==> src/rtl/ram_dual_port.sv <==
// ram_dual_port: true dual-port synchronous RAM on one clock.
// Each port does one access per edge: a write (which also drives that
// port's q with the written data) or a read of the contents from before
// the edge. Port A wins a same-address write collision. The flop-based
// array and both outputs are cleared by the asynchronous reset.
module ram_dual_port #(
    parameter int DATA_WIDTH = 8,
    parameter int ADDR_WIDTH = 6
) (
    input  logic                  clk,
    input  logic                  rst,
    input  logic [DATA_WIDTH-1:0] data_a,
    input  logic [ADDR_WIDTH-1:0] addr_a,
    input  logic                  we_a,
    output logic [DATA_WIDTH-1:0] q_a,
    input  logic [DATA_WIDTH-1:0] data_b,
    input  logic [ADDR_WIDTH-1:0] addr_b,
    input  logic                  we_b,
    output logic [DATA_WIDTH-1:0] q_b
);

    localparam int DEPTH = 1 << ADDR_WIDTH;

    logic [DATA_WIDTH-1:0] mem_q [DEPTH];
    logic [DATA_WIDTH-1:0] q_a_q, q_a_d;
    logic [DATA_WIDTH-1:0] q_b_q, q_b_d;

    // Next output per port: write-through on a write, old array word on a read
    always_comb begin
        q_a_d = we_a ? data_a : mem_q[addr_a];
        q_b_d = we_b ? data_b : mem_q[addr_b];
    end

    // Array update; A is applied after B so A's data survives a collision
    always_ff @(posedge clk or posedge rst) begin
        if (rst) begin
            for (int i = 0; i < DEPTH; i++) begin
                mem_q[i] <= '0;
            end
        end else begin
            if (we_b) begin
                mem_q[addr_b] <= data_b;
            end
            if (we_a) begin
                mem_q[addr_a] <= data_a;
            end
        end
    end

    // Registered read data for both ports
    always_ff @(posedge clk or posedge rst) begin
        if (rst) begin
            q_a_q <= '0;
            q_b_q <= '0;
        end else begin
            q_a_q <= q_a_d;
            q_b_q <= q_b_d;
        end
    end

    assign q_a = q_a_q;
    assign q_b = q_b_q;

endmodule

==> config.mk <==
export PLATFORM = sky130hd
export DESIGN_NAME = ram_dual_port
export DESIGN_NICKNAME = d
export VERILOG_FILES = /design/src/rtl/ram_dual_port.sv
export SDC_FILE = /design/constraint.sdc
export NUM_CORES = 2
export LEC_CHECK = 0
export CAP_MARGIN = 40
export CORE_AREA = 4 4 277 279
export CTS_BUF_LIST = sky130_fd_sc_hd__clkbuf_4 sky130_fd_sc_hd__clkbuf_8 sky130_fd_sc_hd__clkbuf_16
export DETAILED_ROUTE_END_ITERATION = 8
export DIE_AREA = 0 0 281 283
export SETUP_SLACK_MARGIN = 0.4
export SLEW_MARGIN = 0
export SYNTH_ARGS = -nofsm -noshare
export SYNTH_HDL_FRONTEND = slang
export SYNTH_SLANG_ARGS = --single-unit
==> constraint.sdc <==
create_clock -name clk -period 43 [get_ports clk]
set_input_delay 6.45 -clock clk [delete_from_list [all_inputs] [get_ports clk]]
set_output_delay 6.45 -clock clk [all_outputs]
set_load 0.05 [all_outputs]
* Word level (Yosys, flattened, before mapping) *
Index checks and enable logic that the tools add are counted.

word-level totals
  register bits after elaboration = 528
  input bits = 32
  output and inout port bits = 16

cells by class
  magnitude comparators = 4
  mux-type cells = 16
  bitwise logic cells = 2
  reduce and logical (&&, ||, !) cells = 2

operators with widths
  cell                                                                           count
  512-bit bitwise mux                                                            2
  512-bit two-way mux                                                            2
  8-bit binary-select mux with 6-bit select                                      2
  8-bit demux with 6-bit select                                                  2
  8-bit two-way mux                                                              8
  7-bit >= comparator (second input constant)                                    2
  7-bit by 1-bit less-than comparator with 1-bit output (second input constant)  2
  6-bit inverter with 7-bit output                                               2
  1-bit logical AND                                                              2

* Longest topological paths before layout *
  depth after elaboration = 9
  gate-level depth with buffers = 9

* Least setup slack after synthesis *
No wires, ideal clock.

  kind = input -> register
  from = in addr_a[2]
  to = reg q_a_q[7] (netlist: q_a[7])
  library setup time = 0.126 ns
  arrival = 8.059 ns
  required time = 42.874 ns
  slack = 34.815 ns
  stages = 7
  cells stage by stage = buf_2 > buf_2 > buf_1 > mux4_2 > o211ai_1 > nand3_1 > o32a_1

on the way
  cells in the longest elaborated chain, start to end = 5

RTL lines
  what                                                    RTL line  RTL
  start, declared                                         13        input logic [ADDR_WIDTH-1:0] addr_a,
  6-bit inverter with 7-bit output (implied by the code)  30        q_a_d = we_a ? data_a : mem_q[addr_a];
  8-bit binary-select mux with 6-bit select               30
  8-bit two-way mux (implied by the code) (2 in a row)    30
  8-bit two-way mux                                       30
  named net q_a_d[7]                                      25        logic [DATA_WIDTH-1:0] q_a_q, q_a_d;
  end signal, assigned                                    56        q_a_q <= q_a_d;
  end, declared                                           25

The timed path passes the listed nets, and every way through them passes these cells. The select of a mux whose other input is x is not followed.

* Final worst setup path *
  from = in addr_b[2]
  to = reg mem_q[86] (netlist name)

on the way
  cells in the longest elaborated chain, start to end = 9
  elaborated cells on any way between the ends = 10
  those cells by class = order compare (2); mux (6); bitwise (1); reduce/logical (1)

RTL lines
  what                                                                                                                RTL line  RTL
  start, declared                                                                                                     17        input logic [ADDR_WIDTH-1:0] addr_b,
  6-bit inverter with 7-bit output (implied by the code) *                                                            42        mem_q[addr_b] <= data_b;
  7-bit >= comparator (implied by the code) or 7-bit by 1-bit less-than comparator with 1-bit output (tied branches)  42
  1-bit logical AND (implied by the code)                                                                             42
  8-bit two-way mux (implied by the code)                                                                             42
  8-bit demux with 6-bit select *                                                                                     42
  512-bit bitwise mux *                                                                                               42
  512-bit two-way mux *                                                                                               41        if (we_b) begin
  512-bit bitwise mux                                                                                                 45        mem_q[addr_a] <= data_a;
  512-bit two-way mux *                                                                                               44        if (we_a) begin
  end signal, assigned by index                                                                                       42
  end signal, assigned by index                                                                                       45
  end, declared                                                                                                       24        logic [DATA_WIDTH-1:0] mem_q [DEPTH];

Every way passes the cells marked *; elsewhere a longest branch is shown, timed or not.

==> out/results.txt <==
run status: finished clean
Max-Cap Viols: 0
startpoint types: input pin
reg2reg start: mem_q[209]
post-synthesis sequential area ratio: 0.3971
I/O Buffers: 47
Mapped Cells: 3399
H-tree depth: 3
RSZ-0062 raised after global routing: no
drt total wl: 135.9 mm
DP HPWL: 88.41 mm
crit path buf inv count: 2
vias post-DR: 28930
syn_nets: 3431
count leader, synth: mux2i_1
Pwr Total: 1.693 mW
clock-pin slew on the worst setup and hold paths: 0.06 ns
Setup crit start: addr_b[2]
worst endpoint data arrival time: 10.11 ns
clk sinks: 528
pwr dens: 45.77 nW/um^2
Syn Area/Cell: 9.790 sq um
Worst Hold Class: reg -> reg
core area: 74200 sq um
global route overflow: 0
Post-synth EDFFs: 0
standard-cell rows: 100
die area: 79520 sq um
CTS tree: yes
fin worst setup slack: 33.34 ns
Nets: 3339
reg2reg path depth: 5
Max Transition Viols Final: 0
WL/cell: 31.42 microns
largest net degree at the start of global routing: 158
Period minus WS final: 9.658 ns
Peak VDD IR: 0.00003180 V
Routed Antenna Nets: 0
CTS Buffer Depth: 3
Crit-path slowest cell: nor2b_4
CTS resizes: 0
worst-path fanout max: 47
Fill cells: 6734
Hold Fails Final Rpt: 0
Worst path depth: 7
top cells by area, synth: dfrtp_1, mux2i_1, mux4_2
gpl congestion: 0.9803
setup bufs post-CTS: 0
CP peak stage delay: 0.92 ns
Crit. End Element: flip-flop
Post-CTS Hold Buffers: 0
clk_lat worst skew: 0.62 ns
Chip Height: 283 microns
top-area cell type share of the netlist area: 0.3971
Cell Area, Synth: 33280 sq um
Leakage: 16.35 nW
CTS buffer count: 66
Main synth FF type: dfrtp_1
number of synthesized register bits: 528
post-synth cell types: 62
critical path endpoint: mem_q[86]
period utilization: 0.2246
Synth area leader: dfrtp_1
placed cell area: 34760 sq um
io pins: 48
routed vias/inst: 6.689
RR Endpoint: q_b[1]
Crit Path Category: in -> reg
critical path's top delay family: simple AND/OR/NAND/NOR gates
worst-margin pin slew: 1.033 ns
clk_skew: 0.02648 ns
Initial DRC Count: 3913
vias in the first global route: 27810
CTS Root Cell: clkbuf_16
setup violators final: 0
FFs w/ async S/R, synth: 1.000
Final Instance Area: 36980 sq um
layout cell share with drive strength beyond 1: 0.1327
most common library cells after synthesis: mux2i_1, dfrtp_1, nand2_1
router iterations before antenna repair: 8
Max Freq: 103.5 MHz
slew margin rel.: 0.3116
initial core utilization: 0.4485
Layout area overhead: 11.14%
synth warn: 0
Die W: 281 microns
Critical Path RT: 43.45 ns
drc violations: 0
Min Hold Slack: 0.5764 ns
first-pass GRT wire length: 197.1 mm
worst path cell trace: buf_6 -> buf_4 -> nor2b_4 -> nand3_4 -> nor2_2 -> mux2i_1 -> a21oi_1
pre-CTS WS: 32.92 ns
initial antenna violation count: 4
r2r setup slk: 40.53 ns
gr usage total: 0.3342
Sum Neg Setup Slack: 0 ns
==> cell families after synthesis <==
| family | after synthesis | share of synthesized area |
|---|---|---|
| flops | 528 | 0.3971 |
| simple gates | 841 | 0.1100 |
| buf+inv | 332 | 0.04399 |
| compound gates | 829 | 0.1480 |
| mux | 869 | 0.3009 |
==> cell usage in the layout, fill, tap and decap left out, types with 15 or more instances in the layout <==
master	n
mux2i_1	744
dfrtp_1	528
nand2_1	377
nor2_1	284
o21ai_0	263
a21oi_1	255
a22oi_1	105
mux4_2	99
buf_4	88
clkbuf_16	69
a221oi_1	63
nand3_1	52
o22ai_1	36
nor2_2	33
o21ai_1	31
clkdlybuf4s50_1	25
mux2_2	23
a31oi_1	20
clkbuf_4	18
buf_2	18
clkbuf_8	15
==> how the worst min path moves through the flow <==
stage	start	to	slack, ns	depth (start not counted)
after global routing	mem_q[465]	mem_q[465]	0.61	2
after floorplan	mem_q[465]	mem_q[465]	0.52	2
after detailed placement	mem_q[465]	mem_q[465]	0.56	2
final	mem_q[467]	mem_q[467]	0.58	2
after global placement	mem_q[465]	mem_q[465]	0.55	2
after CTS	mem_q[465]	mem_q[465]	0.58	2
==> sequential cells by signal, summed over array words and instances, names as in the netlist <==
register	cells
q_a	8
q_b	8
mem_q	512
==> worst register-to-register path, delay by kind of cell (launching register included) <==
kind | cells | cell delay [ns]
compound gates | 3 | 1.04
mux | 2 | 0.82
flops | 1 | 0.40
==> per-stage QoR <==
stage | std cells | utilization
floorplan | 3399 | -
global placement | 4158 | 0.4587
detailed placement | 4206 | 0.4684
CTS | 4320 | 0.4981
global route | 4322 | 0.4983
finish | 4325 | 0.4984
==> per-layer routing <==
metal	vias to the layer above	routed length [microns]	GRT usage
met2	1951	57460	0.4805
met1	14280	53920	0.4599
met5	-	11	0
li1	12220	-	-
met3	479	15870	0.09518
met4	2	8631	0.1715
==> cell type report <==
class,count,area [sq um],share of cell area
Timing Repair Buffer,161,1632,0.04412
Antenna cell,3,7.507,0.0002030
Inverter,11,48.80,0.001319
Multi-Input combinational cell,2539,18670,0.5047
Tap cell,969,1212,0.03278
Sequential cell,528,13210,0.3573
Clock inverter,13,150.1,0.004060
Clock buffer,101,2054,0.05555
==> report_power, final <==
part / switching [mW] / internal (mW) / leakage (nW)
Sequential: 0.112 / 0.614 / 6.65
Combinational: 0.214 / 0.177 / 8.59
Clock: 0.228 / 0.347 / 1.11
Total: 0.554 / 1.14 / 16.4
(Power assumes the default switching activity.)
